`config.mk`:
```
export PLATFORM = sky130hd
export DESIGN_NAME = div_unit
export DESIGN_NICKNAME = d
export VERILOG_FILES = /design/src/rtl/div_unit.sv
export SDC_FILE = /design/constraint.sdc
export NUM_CORES = 1
export LEC_CHECK = 0
export BUFFER_PORTS_ARGS = -buffer_cell sky130_fd_sc_hd__buf_2
export CORE_UTILIZATION = 52
export CTS_CLUSTER_DIAMETER = 60
export CTS_CLUSTER_SIZE = 10
export DETAILED_ROUTE_END_ITERATION = 8
export PLACE_DENSITY = 0.73
export SYNTH_ARGS = -nofsm -noshare
export SYNTH_HDL_FRONTEND = slang
export SYNTH_SLANG_ARGS = --single-unit
```
`constraint.sdc`:
```
create_clock -name clock -period 3.55 [get_ports clock]
set_input_delay 0.5325 -clock clock [delete_from_list [all_inputs] [get_ports clock]]
set_output_delay 0.5325 -clock clock [all_outputs]
set_load 0.01 [all_outputs]
```
`src/rtl/div_unit.sv`:
```
`default_nettype none
// ============================================================================
//  Module   : div_unit
//  Purpose  : Iterative RV32M DIV/DIVU/REM/REMU unit with request/done
//             completion handshake and metadata passthrough.
//  Revision : 1.0 - initial release
// ============================================================================
module div_unit #(
    parameter int BITS_PER_CYCLE = 1,
    parameter int META_W         = 32
) (
    input  logic              clock,
    input  logic              reset,
    input  logic              start,
    input  logic              squash,
    input  logic [31:0]       rs1,
    input  logic [31:0]       rs2,
    input  logic [1:0]        func,
    input  logic [META_W-1:0] meta_in,
    output logic              ready,
    output logic              request,
    output logic              done,
    output logic [31:0]       result,
    output logic [META_W-1:0] meta_out
);

    localparam int ITER  = 32 / BITS_PER_CYCLE;
    localparam int CNT_W = 6;

    typedef enum logic [1:0] {
        S_IDLE  = 2'd0,
        S_CALC  = 2'd1,
        S_FIXUP = 2'd2,
        S_DONE  = 2'd3
    } state_t;

    state_t              state_q,    state_d;
    logic [CNT_W-1:0]    counter_q,  counter_d;
    logic [31:0]         rem_q,      rem_d;
    logic [31:0]         quo_q,      quo_d;
    logic [31:0]         divisor_q,  divisor_d;
    logic [31:0]         dividend_q, dividend_d;
    logic [1:0]          func_q,     func_d;
    logic                q_neg_q,    q_neg_d;
    logic                r_neg_q,    r_neg_d;
    logic                div_zero_q, div_zero_d;
    logic                overflow_q, overflow_d;
    logic [31:0]         result_q,   result_d;
    logic [META_W-1:0]   meta_q,     meta_d;
    logic                ready_q,    ready_d;
    logic                request_q,  request_d;
    logic                done_q,     done_d;

    logic [31:0] step_rem;
    logic [31:0] step_quo;
    logic [32:0] step_shift;
    logic [32:0] step_diff;
    logic        step_ok;

    logic        is_signed;
    logic        a_neg;
    logic        b_neg;
    logic [31:0] quo_fix;
    logic [31:0] rem_fix;
    logic [31:0] fix_result;
    logic        can_accept;

    // Restoring steps: the quotient bits shift into the dividend register as
    // its bits shift out into the partial remainder.
    always_comb begin
        step_rem   = rem_q;
        step_quo   = quo_q;
        step_shift = '0;
        step_diff  = '0;
        step_ok    = 1'b0;
        for (int i = 0; i < BITS_PER_CYCLE; i++) begin
            step_shift = {step_rem, step_quo[31]};
            step_diff  = step_shift - {1'b0, divisor_q};
            step_ok    = step_shift[32] | ~step_diff[32];
            step_quo   = {step_quo[30:0], step_ok};
            step_rem   = step_ok ? step_diff[31:0] : step_shift[31:0];
        end
    end

    always_comb begin
        quo_fix = q_neg_q ? (32'd0 - quo_q) : quo_q;
        rem_fix = r_neg_q ? (32'd0 - rem_q) : rem_q;
        if (div_zero_q) begin
            quo_fix = 32'hFFFF_FFFF;
            rem_fix = dividend_q;
        end else if (overflow_q) begin
            quo_fix = 32'h8000_0000;
            rem_fix = 32'd0;
        end
        fix_result = func_q[1] ? rem_fix : quo_fix;
    end

    assign is_signed  = ~func[0];
    assign a_neg      = is_signed & rs1[31];
    assign b_neg      = is_signed & rs2[31];
    assign can_accept = (state_q == S_IDLE) || (state_q == S_DONE);

    always_comb begin
        state_d    = state_q;
        counter_d  = counter_q;
        rem_d      = rem_q;
        quo_d      = quo_q;
        divisor_d  = divisor_q;
        dividend_d = dividend_q;
        func_d     = func_q;
        q_neg_d    = q_neg_q;
        r_neg_d    = r_neg_q;
        div_zero_d = div_zero_q;
        overflow_d = overflow_q;
        result_d   = result_q;
        meta_d     = meta_q;

        if (squash) begin
            state_d = S_IDLE;
        end else begin
            case (state_q)
                S_CALC: begin
                    rem_d     = step_rem;
                    quo_d     = step_quo;
                    counter_d = counter_q - 6'd1;
                    if (counter_q == 6'd1) begin
                        state_d = S_FIXUP;
                    end
                end
                S_FIXUP: begin
                    result_d = fix_result;
                    state_d  = S_DONE;
                end
                S_DONE:  state_d = S_IDLE;
                default: state_d = state_q;
            endcase

            if (start && can_accept) begin
                state_d    = S_CALC;
                counter_d  = CNT_W'(ITER);
                rem_d      = 32'd0;
                quo_d      = a_neg ? (32'd0 - rs1) : rs1;
                divisor_d  = b_neg ? (32'd0 - rs2) : rs2;
                dividend_d = rs1;
                func_d     = func;
                q_neg_d    = a_neg ^ b_neg;
                r_neg_d    = a_neg;
                div_zero_d = (rs2 == 32'd0);
                overflow_d = is_signed && (rs1 == 32'h8000_0000) && (rs2 == 32'hFFFF_FFFF);
                meta_d     = meta_in;
            end
        end

        ready_d   = (state_d == S_IDLE) || (state_d == S_DONE);
        request_d = (state_d == S_FIXUP);
        done_d    = (state_d == S_DONE);
    end

    always_ff @(posedge clock) begin
        if (reset) begin
            state_q    <= S_IDLE;
            counter_q  <= '0;
            rem_q      <= '0;
            quo_q      <= '0;
            divisor_q  <= '0;
            dividend_q <= '0;
            func_q     <= '0;
            q_neg_q    <= 1'b0;
            r_neg_q    <= 1'b0;
            div_zero_q <= 1'b0;
            overflow_q <= 1'b0;
            result_q   <= '0;
            meta_q     <= '0;
            ready_q    <= 1'b1;
            request_q  <= 1'b0;
            done_q     <= 1'b0;
        end else begin
            state_q    <= state_d;
            counter_q  <= counter_d;
            rem_q      <= rem_d;
            quo_q      <= quo_d;
            divisor_q  <= divisor_d;
            dividend_q <= dividend_d;
            func_q     <= func_d;
            q_neg_q    <= q_neg_d;
            r_neg_q    <= r_neg_d;
            div_zero_q <= div_zero_d;
            overflow_q <= overflow_d;
            result_q   <= result_d;
            meta_q     <= meta_d;
            ready_q    <= ready_d;
            request_q  <= request_d;
            done_q     <= done_d;
        end
    end

    assign ready    = ready_q;
    assign request  = request_q;
    assign done     = done_q;
    assign result   = result_q;
    assign meta_out = meta_q;

endmodule
`default_nettype wire
```
==> run_results.csv <==
group,metric,value,unit
status,status,"complete, no violations",
synth,ys_seq_area_share,33.1,%
timing,timing.final.crit_share,93.3,%
grt,grt_max_degree,120,
setup_path,crit_path_end_kind,"flop",
drt,drt.antenna.violating_nets,0,
die,ios,169,
timing,hold_viol,0,
die,rows,56,
die,initial_core_util,53.2,%
pwr,power_frac_seq,41.4,%
clock_tree,clk_latency,0.54,ns
die,die_w,157,um
drt,viasPerCell,6.06,
layout,nets,1938,
timing,drv_slew,0,
timing,setup_tns,0,ns
clock_tree,clock-sinks,208,
clock_tree,clkTransAtPathRegs,0.05,ns
place,gp_congestion,0.941,
layout,flow.area_growth_from_synthesis,16.9,%
die,core_area,23600,um^2
setup_path,ff2ff_setup_slack,0.24,ns
synth,synth_area,12600,um^2
drt,firstDrtPassIters,5,
place,hpwlAfterDp,28800,um
pwr,p_clk_share,42.2,%
min_path,worstHoldStart,"meta_in[21]",
grt,antenna_found_initial,1,
clock_tree,clockRootBuffer,"clkbuf_16",
pwr,comb_power_share,16.4,%
grt,grt_usage,31.8,%
synth,synth_enable_flop_cells,0,
layout,n_antenna_cell,0,
timing,fin_worst_skew,0.0145,ns
drt,drt_iter0_markers,1375,
grt,grt_pass1_wl,62200,um
timing,slew_headroom,30.3,%
job,drv_cap,0,
layout,layout_commonest_cell,"nand2_1",
synth,synth.avg_cell_area,7.62,um^2
timing,fmax,302,MHz
drt,drc_errors,0,
setup_path,crit_path_max_fanout,6,
place,post-place-cells,2082,
pwr,peakVddDrop,0.411,mV
min_path,hold_depth,3,
setup_path,start_kind,"flop",
drt,routed_wirelength,39300,um
drt,post_drt_wl_per_cell,18.5,um
timing,setup_ws,0.237,ns
die,dieHeight,157,um
min_path,min_path_type,"input pin to flop",
setup_path,regToRegStartpoint,"rem_q[0]",
timing,period_minus_slack,3.31,ns
layout,mostFrequentLayoutCells,"nand2_1 (229), dfxtp_1 (208), a21oi_1 (179), buf_2 (167), nor2_1 (149)",
layout,drive_gt1_share,16.0,%
synth,syn_nets,1795,
drt,vias,12900,
place,io_buffer_count,168,
grt,overflow,0,
place,preCtsSetupSlack,0.126,ns
layout,multi_input_area,7790,um^2
pwr,p_per_area,412,nW/um^2
pwr,power.leakage,0.00598,uW
layout,regArea,4160,um^2
layout,nFillCells,2156,
clock_tree,cts_buffers,27,
min_path,holdPathEnd,"meta_out[21]",
setup_path,r2r_end,"result[28]",
pwr,sw_frac_of_total,28.4,%
clock_tree,post_cts_buffers,0,
clock_tree,cts_tree,"yes",
synth,ys_warn_count,0,
clock_tree,clockBufferDepth,3,
pwr,power.switching,1720,uW
synth,async_reset_ff_share,0,%
clock_tree,hold_buffers,0,
timing,rsz0062_at_grt,"no",
layout,instances_no_fill,2122,
timing,setup_violations,0,
synth,yosysUniqueCellTypes,69,
setup_path,crit_start,"rem_q[0]",
die,fp.dieArea,24800,um^2
timing,holdWs,0.226,ns
grt,grt_pass1_vias,11500,
pwr,p_int,4340,uW
setup_path,path_class,"flop to flop",
clock_tree,htree_levels,1,
setup_path,arrival,3.71,ns
synth,ys_ff_latch,208,
timing,worstMarginPinSlew,1.04,ns
synth,syn_inst,1649,
setup_path,cp.required,3.95,ns
synth,synth_ff_type,"dfxtp_1",
setup_path,ff2ff_path_depth,12,
## synth_stat cells, types with 8 or more instances
| cell type | number | area share (%) |
|---|---|---|
| a211oi_1 | 54 | 3.2 |
| a21o_1 | 9 | 0.54 |
| a21oi_1 | 179 | 7.1 |
| a311oi_1 | 10 | 0.70 |
| a31oi_1 | 11 | 0.55 |
| buf_2 | 8 | 0.32 |
| clkbuf_1 | 96 | 2.9 |
| dfxtp_1 | 208 | 33 |
| ha_1 | 43 | 4.3 |
| inv_1 | 60 | 1.8 |
| mux2i_1 | 24 | 1.9 |
| nand2_1 | 230 | 6.9 |
| nand2b_1 | 11 | 0.55 |
| nand3_1 | 14 | 0.56 |
| nand4_1 | 11 | 0.55 |
| nor2_1 | 151 | 4.5 |
| nor2b_1 | 11 | 0.55 |
| nor3_1 | 31 | 1.2 |
| nor4_1 | 8 | 0.40 |
| o211ai_1 | 8 | 0.48 |
| o21a_1 | 9 | 0.54 |
| o21ai_0 | 114 | 4.5 |
| o221ai_1 | 19 | 1.3 |
| o22ai_1 | 15 | 0.75 |
| o31ai_1 | 30 | 1.8 |
| o41ai_1 | 15 | 1.0 |
| or3_1 | 23 | 1.1 |
| or4_1 | 20 | 1.2 |
| xnor2_1 | 78 | 5.4 |
| xor2_1 | 61 | 4.2 |
## layout make-up
type                    instances  area share (%)
well taps                     319            2.72
repair buffers                223            8.83
multi-input cells            1272            53.0
inverters                      60            1.53
clock inverters                 6           0.519
clock buffers                  34            5.05
flip-flops and latches        208            28.3
## how the worst max path moves through the flow
stage                               end  cells past startpoint  slack (ns)
after floorplan           divisor_q[30]                      9        0.54
after global placement        quo_q[30]                     10        0.18
after detailed placement      quo_q[30]                     10        0.13
after CTS                     rem_q[26]                     13        0.23
after global routing         result[28]                     12        0.02
final                        result[28]                     12        0.24
## cell families (layout without fill, tap and decap cells)
family / count (synthesis) / in the layout / share of synthesized area (%)
AOI/OAI and AO/OA: 518 / 518 / 25.8
xor gates and xnor gates: 139 / 139 / 9.68
adders and majority gates: 44 / 44 / 4.44
buffers and inverters: 169 / 323 / 5.18
DFF: 208 / 208 / 33.1
muxes: 26 / 26 / 2.09
and+or+nand+nor: 545 / 545 / 19.7
## registers in the layout (all words and copies together), names as in the netlist, 2 cells and up
signal,cells
divisor_q,32
dividend_q,32
result,32
rem_q,32
state_q,2
meta_out,32
counter_q,6
quo_q,32
## metrics by stage
step / area (um^2) / power, uW / util, %
2_1_floorplan: 12600 / 3180 / -
3_3_place_gp: 13900 / 3510 / 58.8
3_5_place_dp: 13900 / 3530 / 58.8
4_1_cts: 14700 / 6080 / 62.2
5_1_grt: 14700 / 6290 / 62.3
6_report: 14700 / 6060 / 62.3
## power groups by stage
stage	sequential, uW	combinational [uW]	clock, uW
6_report	2510	996	2560
2_1_floorplan	2530	651	0
4_1_cts	2500	977	2600
5_1_grt	2520	1090	2690
3_3_place_gp	2550	963	0
3_5_place_dp	2550	971	0
## worst max-delay path, stage by stage, from the launching register on
cell      delay (ns)
dfxtp_1         0.34
inv_1           0.11
buf_4           0.14
ha_1            0.16
or3b_2          0.49
or2_2           0.36
nor3_1          0.26
nand3_1         0.28
o41a_1          0.46
xnor2_1         0.15
o21ai_0         0.09
a211oi_1        0.27
nor3_1          0.07
## routing by layer
layer / track usage [%] / wire, um
met4: 7.35 / 756
met3: 4.82 / 3480
met1: 47.8 / 18300
met2: 47.0 / 16700
met5: 0 / 11
## what timing repair did
item	4_1_cts	5_1_grt
endpoints found under the hold margin	0	0
resized for setup	0	1
setup endpoints to repair	0	1
Power figures use the tool's default switching activity.
